$ cat config.mk
export PLATFORM = sky130hd
export DESIGN_NAME = mux_scan_ctrl
export DESIGN_NICKNAME = d
export VERILOG_FILES = /design/src/rtl/mux_scan_ctrl.sv
export SDC_FILE = /design/constraint.sdc
export NUM_CORES = 1
export LEC_CHECK = 0
export ABC_AREA = 1
export CORE_MARGIN = 5
export CORE_UTILIZATION = 53
export DETAILED_ROUTE_END_ITERATION = 16
export PLACE_DENSITY_LB_ADDON = 0.08
export SKIP_LAST_GASP = 1
export SYNTH_ARGS = -nofsm -noshare
export SYNTH_HDL_FRONTEND = slang
export SYNTH_SLANG_ARGS = --single-unit
$ cat constraint.sdc
create_clock -name clk -period 1.59 [get_ports clk]
set_input_delay 0.159 -clock clk [delete_from_list [all_inputs] [get_ports clk]]
set_output_delay 0.159 -clock clk [all_outputs]
set_load 0.01 [all_outputs]
$ cat src/rtl/mux_scan_ctrl.sv
// Scan controller for a 4:1 selector: steps the select lines through channels 0..3,
// holding each for DWELL cycles, and publishes the four captured bits atomically.
module mux_scan_ctrl #(
  parameter int unsigned DWELL = 4
) (
  input  logic       clk,
  input  logic       rst,
  input  logic       start_i,
  input  logic       stop_i,
  input  logic       continuous_i,
  input  logic       result_i,
  output logic       sel0_o,
  output logic       sel1_o,
  output logic [3:0] sample_o,
  output logic       valid_o,
  output logic       busy_o
);

  typedef enum logic {
    IDLE = 1'b0,
    SCAN = 1'b1
  } state_t;

  localparam logic [7:0] LastCnt = 8'(DWELL - 1);

  state_t      state_q;
  logic [1:0]  ch_q;
  logic [7:0]  cnt_q;
  logic [2:0]  shadow_q;
  logic [3:0]  sample_q;
  logic        valid_q;
  logic        busy_q;

  // Stop outranks both Start and a capture edge, so it is tested first in SCAN.
  always_ff @(posedge clk or posedge rst) begin
    if (rst) begin
      state_q  <= IDLE;
      ch_q     <= 2'd0;
      cnt_q    <= 8'd0;
      shadow_q <= 3'd0;
      sample_q <= 4'd0;
      valid_q  <= 1'b0;
      busy_q   <= 1'b0;
    end else begin
      valid_q <= 1'b0;
      case (state_q)
        IDLE: begin
          ch_q  <= 2'd0;
          cnt_q <= 8'd0;
          if (start_i && !stop_i) begin
            state_q <= SCAN;
            busy_q  <= 1'b1;
          end
        end
        SCAN: begin
          if (stop_i) begin
            state_q  <= IDLE;
            busy_q   <= 1'b0;
            ch_q     <= 2'd0;
            cnt_q    <= 8'd0;
            shadow_q <= 3'd0;
          end else if (cnt_q == LastCnt) begin
            cnt_q <= 8'd0;
            if (ch_q == 2'd3) begin
              sample_q <= {result_i, shadow_q};
              valid_q  <= 1'b1;
              ch_q     <= 2'd0;
              if (!continuous_i) begin
                state_q <= IDLE;
                busy_q  <= 1'b0;
              end
            end else begin
              shadow_q[ch_q] <= result_i;
              ch_q           <= ch_q + 2'd1;
            end
          end else begin
            cnt_q <= cnt_q + 8'd1;
          end
        end
        default: begin
          state_q <= IDLE;
          busy_q  <= 1'b0;
        end
      endcase
    end
  end

  assign sel0_o   = ch_q[0];
  assign sel1_o   = ch_q[1];
  assign sample_o = sample_q;
  assign valid_o  = valid_q;
  assign busy_o   = busy_q;

endmodule
# ---- Yosys cells after proc, flatten, opt, wreduce, memory -nomap -nowiden
# Index checks and enable logic that the tools add are counted.
dict set report totals {
  reg_bits 20
  inputBits 6
  out_inout_bits 8
}
dict set report op_classes {
  addsub 2
  magnitude_cmp 2
  eq_ne 7
  mux 29
  bitwise_logic 2
  n_reduce_logical 7
}
# operator n
set op_table {}
lappend op_table {{8-bit two-way mux} 2}
lappend op_table {{8-bit case mux with 2 select lines} 1}
lappend op_table {{1-bit two-way mux} 15}
lappend op_table {{3-bit two-way mux} 3}
lappend op_table {{8-bit by 1-bit adder with 8-bit output, second input constant} 1}
lappend op_table {{8-bit by 2-bit == test with 1-bit output, second input constant} 1}
lappend op_table {{4-bit AND reduction} 2}
lappend op_table {{2-bit two-way mux} 3}
lappend op_table {{3-bit by 2-bit inequality test with 1-bit output, second input constant} 2}
lappend op_table {{2-bit inequality test, second input constant} 2}
lappend op_table {{1-bit case mux with 2 select lines} 2}
lappend op_table {{2-bit case mux with 2 select lines} 1}
lappend op_table {{3-bit bitwise mux} 1}
lappend op_table {{2-bit by 3-bit less-than comparator with 1-bit output, second input constant} 1}
lappend op_table {{3-bit inequality test, second input constant} 1}
lappend op_table {{3-bit AND reduction} 1}
lappend op_table {{2-bit by 1-bit adder with 2-bit output, second input constant} 1}
lappend op_table {{1-bit demux with 2-bit select} 1}
lappend op_table {{2-bit == test, second input constant} 1}
lappend op_table {{2-bit by 1-bit >= comparator with 1-bit output, second input constant} 1}
lappend op_table {{1-bit logical AND} 2}
lappend op_table {{1-bit inverter} 2}
lappend op_table {{2-bit nonzero test} 1}
lappend op_table {{1-bit logical NOT} 1}

# ---- Longest topological paths before layout
dict set report depth {
  ltp_word 8
  ltp_mapped 8
  ltp_nobuf 8
}

# ---- Worst setup path after synthesis
# OpenSTA, ideal clock, no wires.
dict set report synth_path {
  path_type {reg2reg}
  start {register cnt_q[0]}
  end {register cnt_q[5]}
  setup_time_ns 0.080
  arrival_time_ns 1.143
  slack_ns 0.367
  stages_incl_launch_ff 8
  path_buffers 1
  path_cell_list {dfrtp_1 > ha_1 > nand2_1 > nor2_4 > nand2_4 > nand2_4 > buf_6 > nor3_2}
}
dict set report synth_via {
  elab_chain_cells 4
}
# item line_no
set synth_rtl {}
lappend synth_rtl {{start, declared} 28} ;# logic [7:0] cnt_q;
lappend synth_rtl {{start signal, assigned} 77} ;# cnt_q <= cnt_q + 8'd1;
lappend synth_rtl {{8-bit by 1-bit adder with 8-bit output or 8-bit by 2-bit == test with 1-bit output (tied branches)} {77, 62}}
lappend synth_rtl {{8-bit two-way mux (*)} 62} ;# end else if (cnt_q == LastCnt) begin
lappend synth_rtl {{8-bit two-way mux (*)} 56} ;# if (stop_i) begin
lappend synth_rtl {{8-bit case mux with 2 select lines (*)} 46} ;# case (state_q)
# Mark *: on every way between the ends. The rest lies on a longest branch, timed or not.
# A chain may end at the register's enable or synchronous reset.

# ---- Worst setup path in the final report
dict set report layout_path {
  start {register ch_q[0]}
  end {output sel0_o}
}
# item line_no
set layout_rtl {}
lappend layout_rtl {{start, declared} 27} ;# logic [1:0] ch_q;
lappend layout_rtl {{start signal, assigned} 74} ;# ch_q <= ch_q + 2'd1;
lappend layout_rtl {{end, declared} 12} ;# output logic sel0_o,
# No word-level cell between the ends.

==> metrics.txt <==
crit path capture type=output port; multiplexer share of the synthesized area=0; initial antenna violation count=0; Slew Limit Fails=0; Die ar.=approximately 3000 µm²; Synth Area in Compound Gates=0.0324; Synth async-reset ratio=1.00; Setup TNS=0 ps; CTS tree=yes; postcts setup bufs=0; Clk Latency, worst-skew pair=approximately 300 ps; Distinct cells, synth=21; delay-heaviest family, CP=buffers and inverters; Bufs and invs on worst path=1; final instance area=1270 µm²; io pins=14; fmax=697 MHz; Required @ worst endpoint=roughly 1400 ps; Inserted Clock Buffers=3; die span in x=~55 µm; Synth Area per Inst=approximately 8.6 µm²; DRC=0; CTS Hold Bufs=0; CP startpoint kind=flip-flop; vias in the first global route=~840; ys flop type=dfrtp_1; drt wl/cell=11.5 µm; Tcrit/Tclk final=0.902; DRT iter0 DRCs=11; Ant. Diodes=0; vias per cell=approximately 5; initial core utilization=0.551; DP HPWL=1510 µm; maximum number of pins on one net before global-route repair=21; Via Count=around 830; largest family of logic cells by synthesized area=simple AND/OR/NAND/NOR gates; Fill cells=between 150 and 200; CP cell instances=clkdlybuf4s50_1; Worst-Margin Slew=341 ps; Final setup viols=0; Synth Area in Simple Gates=0.352; Synth Instances=around 130; VDD IR max=about 550 µV; WP depth=1; num rows=16; Mapped Area=1080 µm²; Post-synth EDFFs=0; clk sinks=20; die height=55.2 µm; first-pass GRT wire length=roughly 3500 µm; sequential share of the synthesized area=0.463; Synth Register Bits=20; Pre-antenna DRT Iters=4; final hold vios=0; CP max-delay cell=clkdlybuf4s50_1; Ys Warns=0; CP Max Fanout=4; most frequent cells in the layout=nand2_1, dfrtp_1, inv_1, clkdlybuf4s50_1, nor2_1; adder-cell share of the synthesized area=0.0579; # resized after CTS=0; commonest non-fill, non-tap cell in the layout=nand2_1; layout cells sized above 1=0.149; relative slew slack=0.772; Clock Root Buffer=clkbuf_4; Worst path max stage delay=around 570 ps; core area=1960 µm²; crit path kind=flip-flop to output port; Layout Nets=around 150; gr usage total=0.164; Leakage=between 0.6 and 0.7 nW; post-synth net total=roughly 140; input/output buffers=13; H-Tree Depth=1; outcome=finished clean; placed inst area=1230 µm²; max cap viols=0; min Tclk post-route=roughly 1400 ps; WL final=approximately 1900 µm; Routability Congestion=slightly below 0.8; clk buf depth=2; reg2reg path depth=8; Final ANT Viol Nets=0; Synth Area in XOR/XNOR=0.00810; unrepaired setup endpoints after global routing=false; Syn-to-layout area delta=17.5%; Hold Path Class=input pin to asynchronous set/reset pin; Fin Clk Skew=about 2.7 ps; FF-to-FF setup slack=about 200 ps; worst path arrival time=about 1300 ps; CTS clk-pin slew, worst paths=110 ps; pwr dens=around 800 nW/µm²; total gr overflow=0
## Yosys cell counts, types with 2 or more instances
library cell	count	share of area
o21ai_0	3	0.014
nand2_4	2	0.021
nor3_2	3	0.028
ha_1	5	0.058
a21oi_1	2	0.0093
nand3_1	6	0.028
nor2_4	2	0.021
inv_2	6	0.021
dfrtp_1	20	0.46
inv_1	14	0.049
nand4_1	7	0.041
nor3_1	6	0.028
nor2_1	9	0.031
nand2_1	32	0.11
o21ai_1	2	0.0093
## layout make-up
cell class / instances / area (µm²) / share of cell area
Clock buffer: 4 / 36.3 / 0.0286
Inverter: 20 / 75.1 / 0.0591
Multi-Input combinational cell: 83 / 487 / 0.383
Sequential cell: 20 / 500 / 0.394
Tap cell: 27 / 33.8 / 0.0266
Timing Repair Buffer: 14 / 138 / 0.108
## through the flow
step	total power (W)	std cells	setup WS (ps)	util	hold WS (ps)
after CTS	0.00103	168	128	0.647	177
final	0.00101	168	156	0.647	180
after floorplan	0.000689	125	367	-	123
after global routing	0.00107	168	79.1	0.647	200
after detailed placement	0.000734	164	170	0.629	459
after global placement	0.000729	164	179	0.629	452
## report_power, final
group	internal [W]	total [W]	leakage [nW]	switching [W]
Sequential	0.000537	0.000569	0.274	0.0000316
Combinational	0.0000631	0.000155	0.317	0.0000919
Clock	0.000140	0.000289	0.0210	0.000150
## cells by family after synthesis
| group | Yosys count |
|---|---|
| AOI/OAI and AO/OA | 7 |
| xor gates and xnor gates | 1 |
| adders and majority gates | 5 |
| buffers and inverters | 22 |
| DFF | 20 |
| and+or+nand+nor | 70 |
## metal layers
layer	track usage	share of wire
met4	0.0607	0.011
met2	0.287	0.50
met3	0.0295	0.048
met1	0.198	0.44
met5	0	0
## registers in the layout, summed over array words and instances, names as in the netlist
register / flops
busy_o: 1
ch_q: 2
cnt_q: 8
sample_o: 4
state_q: 1
valid_o: 1
shadow_q: 3
## final timing paths
path / to / startpoint
setup / recovery: sel0_o / ch_q[0]
hold / removal: cnt_q[4] / rst
setup reg to reg: busy_o / cnt_q[0]
hold reg to reg: busy_o / busy_o
max in group asynchronous: ch_q[1] / rst
min in group clk: busy_o / start_i
(Power assumes the default switching activity.)
